$ cat src/rtl/regfile_sb.sv
// Parameterised register file with a per-register busy scoreboard, an optional
// same-cycle write-to-read bypass and a registered count of busy registers.
// Reads are combinational (0 cycles). Writes and busy updates land on the rising edge.
// No backpressure: every write, busy_set and flush is accepted in the cycle it is presented.
//
// Ports:
//   i_clk, i_rst                     clock, asynchronous active-high reset
//   i_rd_addr / o_rd_data / o_rd_busy  NUM_RD packed read ports (port i in slice i)
//   i_wr_en, i_wr_addr, i_wr_data    single write port; a write also clears busy
//   i_busy_set, i_busy_addr          mark a register as having an outstanding producer
//   i_flush                          clear every busy bit (pipeline squash)
//   o_busy_cnt                       registered popcount of the busy vector
module regfile_sb #(
  parameter int DATA_W   = 16,
  parameter int NUM_REGS = 16,
  parameter int ADDR_W   = 4,
  parameter int NUM_RD   = 3,
  parameter int ZERO_R0  = 1,
  parameter int BYPASS   = 1
) (
  input  logic                       i_clk,
  input  logic                       i_rst,
  input  logic [NUM_RD*ADDR_W-1:0]   i_rd_addr,
  output logic [NUM_RD*DATA_W-1:0]   o_rd_data,
  output logic [NUM_RD-1:0]          o_rd_busy,
  input  logic                       i_wr_en,
  input  logic [ADDR_W-1:0]          i_wr_addr,
  input  logic [DATA_W-1:0]          i_wr_data,
  input  logic                       i_busy_set,
  input  logic [ADDR_W-1:0]          i_busy_addr,
  input  logic                       i_flush,
  output logic [ADDR_W:0]            o_busy_cnt
);

  logic [DATA_W-1:0]   r_regs [NUM_REGS];
  logic [NUM_REGS-1:0] r_busy;
  logic [ADDR_W:0]     r_busy_cnt;

  logic                w_wr_eff;
  logic                w_set_eff;
  logic [NUM_REGS-1:0] w_busy_nxt;
  logic [ADDR_W:0]     w_cnt_nxt;

  // Writes and busy marks aimed at a hardwired R0 are dropped. Gating with
  // reset keeps the bypass path from forwarding data while the file is held clear.
  assign w_wr_eff  = i_wr_en && !i_rst &&
                     !((ZERO_R0 != 0) && (i_wr_addr == '0));
  assign w_set_eff = i_busy_set &&
                     !((ZERO_R0 != 0) && (i_busy_addr == '0));

  // Busy next-state: a new producer beats both flush and a retiring write
  // to the same register; flush beats the write clear (all bits go to 0 anyway).
  always_comb begin
    w_busy_nxt = r_busy;
    w_cnt_nxt  = '0;
    for (int r = 0; r < NUM_REGS; r++) begin
      if (w_set_eff && (i_busy_addr == ADDR_W'(r))) begin
        w_busy_nxt[r] = 1'b1;
      end else if (i_flush) begin
        w_busy_nxt[r] = 1'b0;
      end else if (w_wr_eff && (i_wr_addr == ADDR_W'(r))) begin
        w_busy_nxt[r] = 1'b0;
      end
      w_cnt_nxt = w_cnt_nxt + {{ADDR_W{1'b0}}, w_busy_nxt[r]};
    end
  end

  always_ff @(posedge i_clk or posedge i_rst) begin
    if (i_rst) begin
      for (int r = 0; r < NUM_REGS; r++) begin
        r_regs[r] <= '0;
      end
      r_busy     <= '0;
      r_busy_cnt <= '0;
    end else begin
      if (w_wr_eff) begin
        r_regs[i_wr_addr] <= i_wr_data;
      end
      r_busy     <= w_busy_nxt;
      r_busy_cnt <= w_cnt_nxt;
    end
  end

  assign o_busy_cnt = r_busy_cnt;

  for (genvar p = 0; p < NUM_RD; p++) begin : g_rd
    logic [ADDR_W-1:0] w_addr;
    logic              w_zero;
    logic              w_fwd;

    assign w_addr = i_rd_addr[p*ADDR_W +: ADDR_W];
    assign w_zero = (ZERO_R0 != 0) && (w_addr == '0);
    // A forwarded write means the producer has just delivered, so the port
    // sees the new value and no longer reports the register as busy.
    assign w_fwd  = (BYPASS != 0) && w_wr_eff && (i_wr_addr == w_addr);

    assign o_rd_data[p*DATA_W +: DATA_W] = w_zero ? '0 :
                                           w_fwd  ? i_wr_data :
                                                    r_regs[w_addr];
    assign o_rd_busy[p] = !w_zero && !w_fwd && r_busy[w_addr];
  end

endmodule

$ cat config.mk
export PLATFORM = sky130hd
export DESIGN_NAME = regfile_sb
export DESIGN_NICKNAME = d
export VERILOG_FILES = /design/src/rtl/regfile_sb.sv
export SDC_FILE = /design/constraint.sdc
export NUM_CORES = 1
export LEC_CHECK = 0
export CAP_MARGIN = 15
export CORE_MARGIN = 1
export CORE_UTILIZATION = 45
export DETAILED_ROUTE_END_ITERATION = 10
export GPL_TIMING_DRIVEN = 0
export PLACE_DENSITY = 0.67
export SYNTH_ARGS = -nofsm -noshare
export SYNTH_HDL_FRONTEND = slang
export SYNTH_SLANG_ARGS = --single-unit
$ cat constraint.sdc
create_clock -name i_clk -period 16.55 [get_ports i_clk]
set_clock_uncertainty 0.1 [all_clocks]
set_input_delay 3.31 -clock i_clk [delete_from_list [all_inputs] [get_ports i_clk]]
set_output_delay 3.31 -clock i_clk [all_outputs]
set_load 0.1 [all_outputs]
==> impl_metrics.env <==
export IMPL_post_cts_buffers=0
export IMPL_die_y_um=202
export IMPL_syn_cell_area_um2=17900
export IMPL_switching_power_w=0.000913
export IMPL_ctsRootBufferMaster="clkbuf_16"
export IMPL_tns_ps=0
export IMPL_setup_viol=0
export IMPL_drv_cap=0
export IMPL_synth_area_leaders="dfrtp_1, mux2_2, mux4_2, mux2i_1, o22ai_1"
export IMPL_maxSlewHeadroom_pct=33.2
export IMPL_cp_start_kind="primary input"
export IMPL_avgSynthCellArea_um2=12.4
export IMPL_gp_congestion=1.04
export IMPL_drc_errors=0
export IMPL_hold_class="register to register"
export IMPL_status="completed"
export IMPL_ant_nets=0
export IMPL_grt_usage_pct=33.0
export IMPL_critPathBufInv=5
export IMPL_period_share_pct=65.4
export IMPL_nets=1607
export IMPL_crit_slowest_cell="clkdlybuf4s50_1"
export IMPL_pin_count=97
export IMPL_worstSkewPairLatency_ps=590
export IMPL_cts_buffers=31
export IMPL_reg2reg_from="r_busy[11]"
export IMPL_dp_slack_ps=5870
export IMPL_crit_type="primary input to output pin"
export IMPL_clockBufferDepth=3
export IMPL_synth_cells=1448
export IMPL_die_width_um=202
export IMPL_seq_power_share_pct=37.8
export IMPL_yosys_warnings=0
export IMPL_dpl_instance_area_um2=19300
export IMPL_cts_tree="done"
export IMPL_clkTransAtPathRegs_ps=60
export IMPL_post_dp_hpwl_mm=49.6
export IMPL_ys_flop_type="dfrtp_1"
export IMPL_synth_nets=1504
export IMPL_max_freq_mhz=92.4
export IMPL_coreArea_um2=39000
export IMPL_max_stage_delay_ps=1230
export IMPL_arrival_ps=7420
export IMPL_start_util_pct=45.9
export IMPL_numPortBuffers=68
export IMPL_total_leakage_power_nw=8.66
export IMPL_hold_path_endpoint="r_busy[0]"
export IMPL_worstPathMaxFanout=10
export IMPL_synth_seq_cells=277
export IMPL_p_int_w=0.00152
export IMPL_holdBufCountCts=0
export IMPL_grt_overflow=0
export IMPL_grt_max_degree=116
export IMPL_clock_power_share_pct=29.1
export IMPL_power_w=0.00243
export IMPL_drtPass1Iterations=7
export IMPL_peakVddDrop_mv=0.0886
export IMPL_worst_slew_pin_slew_ps=999
export IMPL_hold_path_depth=2
export IMPL_dieArea_um2=40600
export IMPL_synth_commonest_cells="dfrtp_1, mux2_2, mux2i_1"
export IMPL_grt_pass1_vias=13987
export IMPL_async_reset_ff_share_pct=100
export IMPL_synth_largest_area_cell="dfrtp_1"
export IMPL_fin_crit_ps=10830
export IMPL_hold_start="r_busy[0]"
export IMPL_routed_wl_mm=67.1
export IMPL_p_per_area_nw_per_um2=119
export IMPL_path_delay_family="buffers and inverters"
export IMPL_yosysSeqAreaShare_pct=38.7
export IMPL_design_area_um2=20300
export IMPL_synth_edf_count=0
export IMPL_grt_pass1_wl_mm=97.7
export IMPL_reg2reg_depth=14
export IMPL_required_ps=13140
export IMPL_area_growth_pct=13.5
export IMPL_whs_ps=395
export IMPL_r2r_setup_slack_ps=12500
export IMPL_wl_per_cell_um=32.0
export IMPL_vias=14227
export IMPL_finalHoldViolCount=0
export IMPL_h_tree_depth=1
export IMPL_rsz0062_at_grt="false"
export IMPL_drv_slew=0
export IMPL_r2r_end="o_busy_cnt[4]"
export IMPL_drive_gt1_share_pct=32.3
export IMPL_ctsResizeCount=0
export IMPL_row_count=72
export IMPL_switching_share_pct=37.6
export IMPL_yosysTopAreaCellShare_pct=38.7
export IMPL_synth_distinct_cells=48
export IMPL_cts_sinks=277
export IMPL_endpoint_kind="output pin"
export IMPL_crit_chain="clkdlybuf4s50_1 > buf_2 > or3b_2 > clkbuf_1 > clkbuf_1 > o22ai_1 > a211oi_1 > a31oi_1 > clkdlybuf4s50_1"
export IMPL_antenna_found_initial=3
export IMPL_worst_slack_ps=5720
export IMPL_yosysMostFrequentCell="dfrtp_1"
export IMPL_vias_per_cell=6.79
export IMPL_drt_iter0_markers=1786
export IMPL_combinationalPowerShare_pct=33.1
-- sequential cells by signal, summed over array words and instances, names as in the netlist --
register,cells
r_regs,256
r_busy,16
o_busy_cnt,5
-- how the worst max path moves through the flow --
stage | cells after the start | slack [ps] | start | to
floorplan | 1 | 5500 | i_rst | o_busy_cnt[0]
global placement | 2 | 1770 | i_rst | r_regs[161]
detailed placement | 9 | 5870 | i_rd_addr[6] | o_rd_data[23]
CTS | 9 | 5860 | i_rd_addr[6] | o_rd_data[23]
global route | 9 | 5760 | i_rd_addr[10] | o_rd_data[39]
finish | 9 | 5720 | i_rd_addr[6] | o_rd_data[23]
-- cell families (layout without fill, tap and decap cells) --
group                    count (synthesis)  after routing  share of synthesized area [%]
XOR/XNOR                                14             14                          0.684
multiplexers                           547            547                           39.9
other                                    0              2                              0
AND/OR/NAND/NOR                        124            124                           3.85
flip-flops                             277            277                           38.7
AO/OA/AOI/OAI                          267            267                           10.3
buffers and inverters                  204            331                           5.11
adder cells (fa/ha/maj)                 15             15                           1.47
-- cell type report --
class | instances | area [um2]
Fill cell | 3347 | 18700
Antenna cell | 2 | 5.00
Sequential cell | 277 | 6930
Multi-Input combinational cell | 967 | 10100
Clock inverter | 11 | 86.3
Tap cell | 518 | 648
Clock buffer | 46 | 942
Inverter | 24 | 97.6
Timing Repair Buffer | 70 | 736
Buffer | 180 | 826
-- per-stage QoR --
step	cells	utilization (%)
floorplan	1448	-
global placement	2034	49.4
detailed placement	2036	49.5
CTS	2093	52.2
global route	2093	52.2
finish	2095	52.2
-- cells in the final DEF (no fill, tap or decap), types with 4 or more instances in the layout --
master           count
nor2_1               8
and2_1               4
clkinv_2             8
buf_6                4
a31o_2               6
nand3b_1             6
nand2_1             28
mux2_4              10
mux2i_1            197
buf_4                4
o32a_1               4
or2_2                6
mux2_2             230
inv_1               22
clkbuf_1            84
or3_1                5
or3b_2               7
a31oi_1             46
nor2b_1              9
ha_1                 5
nand2b_1             4
buf_1               20
xnor2_1             14
o31ai_1             48
a21oi_1              4
clkdlybuf4s50_1     68
dfrtp_1            277
nand3_1             35
buf_2               71
clkbuf_16           31
fa_1                10
o32ai_1              5
clkbuf_8            11
o22ai_1             96
mux4_2             107
o21a_1               4
nand4_1              4
a211oi_1            47
-- tightest hold or removal path, delay by kind of cell (launching register included) --
kind / cells / cell delay, ps
buffers and inverters: 1 / 60
DFF: 1 / 320
and+or+nand+nor: 1 / 80
-- per-layer routing --
layer	wire length, um	vias to the layer above	track usage (%)	part of all wire [%]
li1	-	5815	-	-
met1	26800	7326	45.1	40
met3	7340	171	8.23	11
met5	0	-	0	0
met4	3040	0	14.0	4.5
met2	29900	915	50.0	45
-- power groups by stage --
stage	combinational [W]	sequential (W)	clock, W
2_1_floorplan	0.000585	0.000900	0
3_3_place_gp	0.000778	0.000913	0
3_5_place_dp	0.000792	0.000922	0
4_1_cts	0.000793	0.000911	0.000708
5_1_grt	0.000831	0.000935	0.000735
6_report	0.000804	0.000917	0.000708
(Power assumes the default switching activity.)
==> edit: new RTL, same settings <==
Reset style: synchronous (`i_rst`), changed in one clocked block. Comments in the files are not updated.
--- a/src/rtl/regfile_sb.sv
+++ b/src/rtl/regfile_sb.sv
@@ -65,7 +65,7 @@
     end
   end
 
-  always_ff @(posedge i_clk or posedge i_rst) begin
+  always_ff @(posedge i_clk) begin
     if (i_rst) begin
       for (int r = 0; r < NUM_REGS; r++) begin
         r_regs[r] <= '0;
Function: changed (a bounded check fails within 4 cycles, from zero or initial values and one cycle with i_rst high; the reset may be asserted at any time).
==> edit against the unedited design <==
  * Clock power increased by 18%
  * Design area increased by 2.0%
  * Routed wire length increased by 0.39%
  * Combinational power decreased by 39%
  * Synthesized area increased by 0.13%
  * Sequential cell count unchanged
  * Hold slack improved by 0.015 ns
  * Total power decreased by 11%
  * Sequential share of layout area increased by 5.0 points
  * Cell count increased by 2.5%
  * Worst setup slack improved by 0.17 ns
  * Global-route usage increased by 0.078 points
  * Critical path type unchanged
  * Largest cell class unchanged
  * Largest power group unchanged
==> edit: results (changes against the unedited design) <==
.. list-table::
   :header-rows: 1

   * - Metric
     - Value
   * - Length in cells of the worst reg-to-reg path
     - 15 (+1)
   * - Total number of H-tree levels
     - 2 (+1)
   * - Aggregate global-route resource usage
     - 0.3310 (+0.0007784)
   * - Number of buffers created by CTS
     - 35 (+13%)
   * - Placed Cells incl. Taps
     - 2,085 (+2.4%)
   * - Antenna violations before repair
     - 2 (-1)
   * - Number of filler instances in the final layout
     - 3,366 (+0.57%)
   * - CP arrival
     - 7.24 ns (-0.18 ns)
   * - Cell types with the largest area share after synthesis
     - sky130_fd_sc_hd__edfxtp_1 (43%), sky130_fd_sc_hd__mux4_2 (13%), sky130_fd_sc_hd__mux2i_1 (11%), sky130_fd_sc_hd__and3_1 (4.5%), sky130_fd_sc_hd__and2_1 (4.3%)
   * - Cell leakage power
     - 0.007900 µW (-8.8%)
   * - Post-route met1 wirelength
     - 27,340 µm (+2.0%)
   * - Vias in the first global route
     - 13,810 (-1.3%)
   * - DR WL/cell
     - 31.35 µm (-2.1%)
   * - Async set-or-reset flop fraction in the synthesized netlist
     - 0 (-1.000)
   * - Detailed placement HPWL
     - 51,890 µm (+4.5%)
   * - Pin count of the biggest net entering global routing
     - 17 (-85%)
   * - Maximum vdd drop
     - 0.00007075 V (-20%)
   * - Max transition margin
     - 0.2662 (-0.06600)
   * - EDFF count, synth
     - 256 (+256)
   * - Register-to-Register Setup Slack
     - 12.28 ns (-0.22 ns)
   * - RR Endpoint
     - o_busy_cnt[4]$_SDFF_PP0_
   * - Post-synthesis average cell area
     - 12.25 µm² (-1.0%)
   * - Result of the run
     - finished clean
   * - Vias per std cell
     - 6.622 (-2.5%)
   * - CP Launch Point
     - i_rd_addr[2]
   * - Synthesized-area fraction occupied by ao, oa, aoi and oai cells
     - 0.09949 (-0.003406)
   * - Post-synthesis share of cell area spent on xor and xnor gates
     - 0.006833 (-0.000008585)
   * - Port Buffers
     - 86 (+26%)
   * - Routed wire length
     - 67,350 µm (+0.39%)
   * - Number of iterations in the first detailed-routing pass
     - 6 (-1)
   * - Share of layout cells above drive strength 1
     - 0.1664 (-0.1568)
   * - Count of distinct cell types in the synthesized netlist
     - 51 (+6.3%)
   * - Source-to-sink clock delay at the later pin of the worst-skew pair
     - 0.54 ns (-0.05 ns)
## edit: changes by cell type after synthesis, moves of 17 or more
cell	before	now
sky130_fd_sc_hd__edfxtp_1	0	256
sky130_fd_sc_hd__dfrtp_1	277	0
sky130_fd_sc_hd__and3_1	0	128
sky130_fd_sc_hd__mux2_2	230	3
sky130_fd_sc_hd__dfxtp_1	0	21
sky130_fd_sc_hd__buf_1	20	3
sky130_fd_sc_hd__and2_1	4	124
## edit: report_power, final
group / leakage (µW) / switching [µW] / internal [µW]
sequential: 0.00261 / 33.5 / 806
combinational: 0.00470 / 343 / 147
clock: 0.000588 / 323 / 510
total: 0.00790 / 699 / 1460
## edit: through the flow
| stage | total power, µW | hold WS (ns) |
|---|---|---|
| 4_1_cts | 2151 | 0.4150 |
| 6_report | 2162 | 0.4101 |
| 3_5_place_dp | 1331 | 0.4086 |
| 3_3_place_gp | 1325 | 0.3991 |
| 5_1_grt | 2201 | 0.4656 |
| 2_1_floorplan | 1172 | 0.3737 |
## edit: final cells by class
cell class / instances / area, µm² / area share
multi-input combinational: 1009 / 9044 / 0.4357
sequential: 277 / 8108 / 0.3906
clock buffer: 38 / 908.4 / 0.04376
timing repair buffer: 87 / 865.8 / 0.04171
buffer: 166 / 745.7 / 0.03592
tap: 518 / 648.1 / 0.03122
clock inverter: 24 / 331.6 / 0.01597
inverter: 28 / 105.1 / 0.005063
antenna: 1 / 2.502 / 0.0001205
## edit: worst min-delay path, stage by stage, from the launching register on
cell	delay, ns
sky130_fd_sc_hd__dfxtp_1	0.30
sky130_fd_sc_hd__nand2b_1	0.11
sky130_fd_sc_hd__nor2_1	0.06
## edit: per-layer routing
layer,vias to the layer above,GRT usage
met1,7153,0.4633
met2,904,0.5050
met3,123,0.07062
li1,6044,-
met4,0,0.1247
met5,-,0
## edit: worst min path at each step
stage | start | cells after the start | slack [ns] | to
2_1_floorplan | r_busy[0]$_SDFF_PP0_ | 2 | 0.37 | r_busy[0]$_SDFF_PP0_
3_3_place_gp | r_busy[0]$_SDFF_PP0_ | 2 | 0.40 | r_busy[0]$_SDFF_PP0_
3_5_place_dp | r_busy[0]$_SDFF_PP0_ | 2 | 0.41 | r_busy[0]$_SDFF_PP0_
4_1_cts | r_busy[0]$_SDFF_PP0_ | 2 | 0.42 | r_busy[0]$_SDFF_PP0_
5_1_grt | r_busy[0]$_SDFF_PP0_ | 2 | 0.47 | r_busy[0]$_SDFF_PP0_
6_report | r_busy[0]$_SDFF_PP0_ | 2 | 0.41 | r_busy[0]$_SDFF_PP0_
